[src/rtl/csa_mp_seq_if.sv]
// Requester-side bundle for the multi-precision add/sub sequencer.
// Operands and sub are sampled on start; result and cout are valid with done.
interface csa_mp_seq_if #(
  parameter int WORDS = 4,
  parameter int W     = 64
);
  logic               start;
  logic               sub;
  logic [WORDS*W-1:0] a_in;
  logic [WORDS*W-1:0] b_in;
  logic               busy;
  logic               done;
  logic [WORDS*W-1:0] result;
  logic               cout;

  modport master (
    output start, sub, a_in, b_in,
    input  busy, done, result, cout
  );

  modport slave (
    input  start, sub, a_in, b_in,
    output busy, done, result, cout
  );
endinterface

[src/rtl/csa_mp_seq.sv]
// Multi-precision add/sub sequencer: feeds one limb per cycle, LSB first,
// through an external 64-bit carry-select adder and assembles the result.
module csa_mp_seq #(
  parameter int WORDS = 4,
  parameter int W     = 64
) (
  input  logic         clk,
  input  logic         rst,
  csa_mp_seq_if.slave  bus,
  output logic [W-1:0] add_x,
  output logic [W-1:0] add_y,
  output logic [W-1:0] add_cin,
  input  logic [W-1:0] add_sum,
  input  logic         add_cout
);

  localparam int IW = (WORDS > 1) ? $clog2(WORDS) : 1;
  localparam int N  = WORDS * W;

  typedef enum logic [1:0] {
    IDLE,
    RUN,
    DONE
  } state_t;

  state_t        state;
  logic [N-1:0]  a_reg;
  logic [N-1:0]  b_reg;
  logic [N-1:0]  res_q;
  logic [IW-1:0] idx;
  logic          busy_q;
  logic          done_q;
  logic          cout_q;

  logic [N-1:0]  b_eff;
  logic [IW-1:0] nidx;
  logic          last;

  assign b_eff = bus.sub ? ~bus.b_in : bus.b_in;
  assign nidx  = idx + 1'b1;
  assign last  = (idx == IW'(WORDS - 1));

  assign bus.busy   = busy_q;
  assign bus.done   = done_q;
  assign bus.result = res_q;
  assign bus.cout   = cout_q;

  // The csa operands are registered one edge ahead: the edge that
  // consumes limb idx also loads limb idx+1 and its carry-in.
  always_ff @(posedge clk) begin
    if (rst) begin
      state   <= IDLE;
      a_reg   <= '0;
      b_reg   <= '0;
      res_q   <= '0;
      idx     <= '0;
      busy_q  <= 1'b0;
      done_q  <= 1'b0;
      cout_q  <= 1'b0;
      add_x   <= '0;
      add_y   <= '0;
      add_cin <= '0;
    end else begin
      unique case (state)
        IDLE: begin
          if (bus.start) begin
            a_reg   <= bus.a_in;
            b_reg   <= b_eff;
            idx     <= '0;
            res_q   <= '0;
            busy_q  <= 1'b1;
            add_x   <= bus.a_in[W-1:0];
            add_y   <= b_eff[W-1:0];
            add_cin <= {{(W-1){1'b0}}, bus.sub};
            state   <= RUN;
          end
        end
        RUN: begin
          res_q[idx*W +: W] <= add_sum;
          if (last) begin
            cout_q  <= add_cout;
            done_q  <= 1'b1;
            add_x   <= '0;
            add_y   <= '0;
            add_cin <= '0;
            state   <= DONE;
          end else begin
            idx     <= nidx;
            add_x   <= a_reg[nidx*W +: W];
            add_y   <= b_reg[nidx*W +: W];
            add_cin <= {{(W-1){1'b0}}, add_cout};
          end
        end
        DONE: begin
          done_q <= 1'b0;
          busy_q <= 1'b0;
          state  <= IDLE;
        end
        default: state <= IDLE;
      endcase
    end
  end

endmodule

[src/flat_wrapper.sv]
// flat-port wrapper written by rule: the top's interface ports become plain ports
module csa_mp_seq_flat 
#(
  parameter int WORDS = 4,
  parameter int W     = 64
)
  (clk, rst, add_x, add_y, add_cin, add_sum, add_cout, bus_start, bus_sub, bus_a_in, bus_b_in, bus_busy, bus_done, bus_result, bus_cout);
  csa_mp_seq_if #(.WORDS(WORDS), .W(W)) bus_i ();
  input  logic clk;
  input  logic rst;
  output logic [W-1:0] add_x;
  output logic [W-1:0] add_y;
  output logic [W-1:0] add_cin;
  input  logic [W-1:0] add_sum;
  input  logic add_cout;
  input wire logic [$bits(bus_i.start)-1:0] bus_start;
  input wire logic [$bits(bus_i.sub)-1:0] bus_sub;
  input wire logic [$bits(bus_i.a_in)-1:0] bus_a_in;
  input wire logic [$bits(bus_i.b_in)-1:0] bus_b_in;
  output wire logic [$bits(bus_i.busy)-1:0] bus_busy;
  output wire logic [$bits(bus_i.done)-1:0] bus_done;
  output wire logic [$bits(bus_i.result)-1:0] bus_result;
  output wire logic [$bits(bus_i.cout)-1:0] bus_cout;
  assign bus_i.start = bus_start;
  assign bus_i.sub = bus_sub;
  assign bus_i.a_in = bus_a_in;
  assign bus_i.b_in = bus_b_in;
  assign bus_busy = bus_i.busy;
  assign bus_done = bus_i.done;
  assign bus_result = bus_i.result;
  assign bus_cout = bus_i.cout;
  csa_mp_seq #(.WORDS(WORDS), .W(W)) u_core (.clk(clk), .rst(rst), .bus(bus_i), .add_x(add_x), .add_y(add_y), .add_cin(add_cin), .add_sum(add_sum), .add_cout(add_cout));
endmodule
[config.mk]
export PLATFORM = sky130hd
export DESIGN_NAME = csa_mp_seq_flat
export DESIGN_NICKNAME = d
export VERILOG_FILES = /design/src/rtl/csa_mp_seq_if.sv /design/src/rtl/csa_mp_seq.sv /design/src/flat_wrapper.sv
export SDC_FILE = /design/constraint.sdc
export NUM_CORES = 2
export LEC_CHECK = 0
export BUFFER_PORTS_ARGS = -buffer_cell sky130_fd_sc_hd__buf_2
export CAP_MARGIN = 30
export CORE_AREA = 10 10 395 397
export CTS_CLUSTER_DIAMETER = 80
export CTS_CLUSTER_SIZE = 25
export DETAILED_ROUTE_END_ITERATION = 16
export DIE_AREA = 0 0 405 407
export GPL_ROUTABILITY_DRIVEN = 0
export PLACE_DENSITY = 0.5
export SETUP_SLACK_MARGIN = 0.3
export SYNTH_ARGS = -nofsm -noshare
export SYNTH_HDL_FRONTEND = slang
export SYNTH_SLANG_ARGS = --single-unit
[constraint.sdc]
create_clock -name clk -period 7.5 [get_ports clk]
set_input_delay 0.75 -clock clk [delete_from_list [all_inputs] [get_ports clk]]
set_output_delay 0.75 -clock clk [all_outputs]
set_load 0.005 [all_outputs]
==> metrics.csv <==
stage;metric;value;unit
outcome;outcome;finished clean;
routing;Post-Route WL;160;mm
cts;CTS root buf;clkbuf_16;
die;# rows;141;
cts;clk_lat worst skew;0.70;ns
die;die height;407;µm
timing;final-report setup violation count;0;
cells_and_area;final core occ;31.0;%
timing;setup TNS;0;ns
grt;initial antenna violation count;61;
routing;TritonRoute pass-1 iters;5;
timing;Final min period;3.18;ns
die;Die Width;405;µm
synthesis;mux cell area share after synthesis;7.84;%
worst_setup_path;Req. time, crit path;8.12;ns
worst_setup_path;setup slack, reg-to-reg;4.32;ns
grt;first-pass GRT wire length;226;mm
worst_setup_path;r2r endpoint;u_core.bus.result[115];
die;die area;0.165;mm²
placed_design;PortBufs;968;
worst_setup_path;crit path capture;u_core.bus.result[115];
synthesis;EDFF count, synth;0;
cts;Num CTS Buffers;61;
worst_setup_path;startpoint types;flop;
timing;RSZ-0062 raised after global routing;no;
power;total power;10.9;mW
timing;Slew headroom;21.7;%
worst_setup_path;crit path from;u_core.idx[0];
worst_setup_path;crit path capture type;flop;
synthesis;Compound-Gate Fraction of Synth Area;19.1;%
worst_setup_path;crit path kind;reg2reg;
synthesis;number of synthesis warnings;0;
worst_hold_path;Hold/Removal Path Class;in2reg;
routing;DRT iter0 DRCs;2708;
routing;DR vias/cell;4.85;
routing;DRC Markers;0;
routing;Antenna Nets Post-Route;0;
die;core area;0.147;mm²
grt;All-Layer GR Usage;18.1;%
timing;Period Utilization, post-route;42.4;%
cts;Clock Path Buffers;3;
grt;vias in the first global route;31300;
timing;Worst-Margin Slew;1.17;ns
worst_setup_path;worst reg2reg path depth;7;
synthesis;Mapped Avg Cell Area;9.46;µm²
synthesis;Adder-Cell Fraction of Synth Area;0.200;%
placed_design;Placement Setup Slack;3.95;ns
cts;CTS tree;done;
timing;post-route setup slack;4.32;ns
worst_hold_path;hold depth;3;
routing;vias;32400;
timing;Slew Viols, Final;0;
synthesis;Seq/Total Area, Yosys;48.1;%
grt;grt total ovfl;0;
cells_and_area;share of post-route cells with drive strength above 1;27.6;%
cts;postcts setup bufs;0;
timing;Layout Skew;0.0332;ns
timing;Hold Vio Cnt, Final;0;
worst_setup_path;CP Max Fanout;64;
power;PD cells;238;mW/mm²
cts;Post-CTS Hold Buffers;0;
synthesis;largest family of logic cells by synthesized area;compound AO/OA/AOI/OAI gates;
synthesis;ys flop type;dfxtp_1;
cells_and_area;Nets;5260;
grt;largest net degree at the start of global routing;197;
synthesis;Post-Syn Instances;3974;
die;I/O pins;1032;
worst_hold_path;HP Start;bus_a_in[74];
timing;Fmax;314;MHz
synthesis;Post-Synthesis Cell Area;0.0376;mm²
worst_setup_path;Critical Path AT;3.80;ns
synthesis;Yosys reg bits;904;
routing;Wirelength per Cell;24.0;µm
placed_design;post-DP HPWL;110;mm
power;peak supply drop;0.000197;V
synthesis;XOR/XNOR Fraction of Synth Area;5.96;%
synthesis;simple-gate share of the synthesized area;12.3;%
cts;Clock Pin Slew Worst Setup and Hold Paths;0.10;ns
job;MaxCap Viol Count;0;
cells_and_area;Layout fillers;15700;
synthesis;Async SR Flop Fraction;0;%
cts;H-Tree Depth;2;
synthesis;Netlist cell types;46;
power;P_leak;18.2;nW
worst_setup_path;r2r startpoint;u_core.idx[0];
cts;CTS Sinks;904;
cells_and_area;area delta synth->final;21.5;%
cts;# resized after CTS;0;
die;Initial Util;25.5;%
cell usage in the layout, fill, tap and decap left out, types with 3 or more instances in the layout:
cell type,netlist,final
a211oi_1,212,212
a211oi_2,30,30
a21oi_1,324,324
a21oi_4,0,3
a22o_1,192,192
a31oi_1,64,64
buf_12,0,11
buf_16,0,3
buf_2,163,966
buf_4,91,30
bufinv_16,0,3
clkbuf_1,131,3
clkbuf_16,0,63
clkinv_16,0,7
clkinv_2,0,3
clkinv_4,0,3
clkinv_8,0,9
conb_1,1,63
dfxtp_1,904,902
diode_2,0,16
ha_1,6,5
inv_12,0,4
inv_16,0,3
inv_2,2,3
inv_6,0,6
inv_8,0,3
mux4_2,128,128
nand2_1,644,643
nand3_1,65,65
nand3b_1,3,3
nor2_1,354,354
nor2b_1,50,50
nor3_1,15,15
nor4_4,3,3
o21ai_0,156,156
o21ai_1,37,37
o31ai_1,64,64
xnor2_1,241,241
xor2_1,15,15
report_power, final:
group / internal (mW) / switching (mW) / total (mW)
combinational: 0.672 / 1.00 / 1.67
sequential: 5.10 / 0.188 / 5.29
clock: 1.79 / 2.12 / 3.91
layout make-up:
cell class / count / area [µm²] / area share [%]
Sequential cell: 904 / 18100 / 39.6
Multi-Input combinational cell: 2688 / 17400 / 38.1
Timing Repair Buffer: 1012 / 5390 / 11.8
Tap cell: 1930 / 2410 / 5.29
Clock buffer: 67 / 1600 / 3.51
Clock inverter: 42 / 709 / 1.55
Antenna cell: 16 / 40.0 / 0.0876
Inverter: 6 / 23.8 / 0.0520
logic make-up after synthesis:
kind of cell / Yosys count
AND/OR/NAND/NOR: 1144
AO/OA/AOI/OAI: 1086
flip-flops: 904
buffers and inverters: 444
XOR/XNOR: 256
multiplexers: 133
adder cells (fa/ha/maj): 6
other: 1
metal layers:
layer,track usage [%],vias up,share of wire [%]
met5,0,-,0.22
met4,4.62,54,2.6
met3,4.36,254,7.3
met2,30.7,1109,48
met1,22.9,15800,42
li1,-,15200,-
how the worst min path moves through the flow:
stage                     slack [ns]                end
after detailed placement        0.44  u_core.a_reg[141]
after global routing            0.24  u_core.a_reg[136]
after CTS                       0.19  u_core.a_reg[136]
final                           0.29   u_core.a_reg[74]
after floorplan                 0.43    u_core.a_reg[0]
after global placement          0.44   u_core.a_reg[18]
Yosys cell counts, drive strengths merged, types with 15 or more instances:
cell	instances	area [µm²]
dfxtp	904	18100
nand2	644	2420
nor2	354	1330
a21oi	327	1650
buf	307	1900
a211oi	242	1970
xnor2	241	2110
o21ai	193	966
a22o	192	1680
clkbuf	131	492
mux4	128	2880
nand3	65	325
a31oi	64	400
o31ai	64	480
nor2b	50	313
nor3	15	75.1
xor2	15	131
through the flow:
step / area, µm² / std cells / hold WS, ns
CTS: 45600 / 6648 / 0.194
detailed placement: 43300 / 6539 / 0.444
finish: 45700 / 6665 / 0.286
floorplan: 37800 / 4036 / 0.433
global placement: 43200 / 6537 / 0.439
global route: 45700 / 6654 / 0.238
worst max-delay path, stage by stage (launching register included):
cell and delay, ns:
dfxtp_4 0.66, inv_1 0.23, ha_4 0.52, buf_16 0.28, nand3_1 0.16, nor4_4 0.17
buf_4 0.68, a22o_1 0.26
Power figures use the tool's default switching activity.
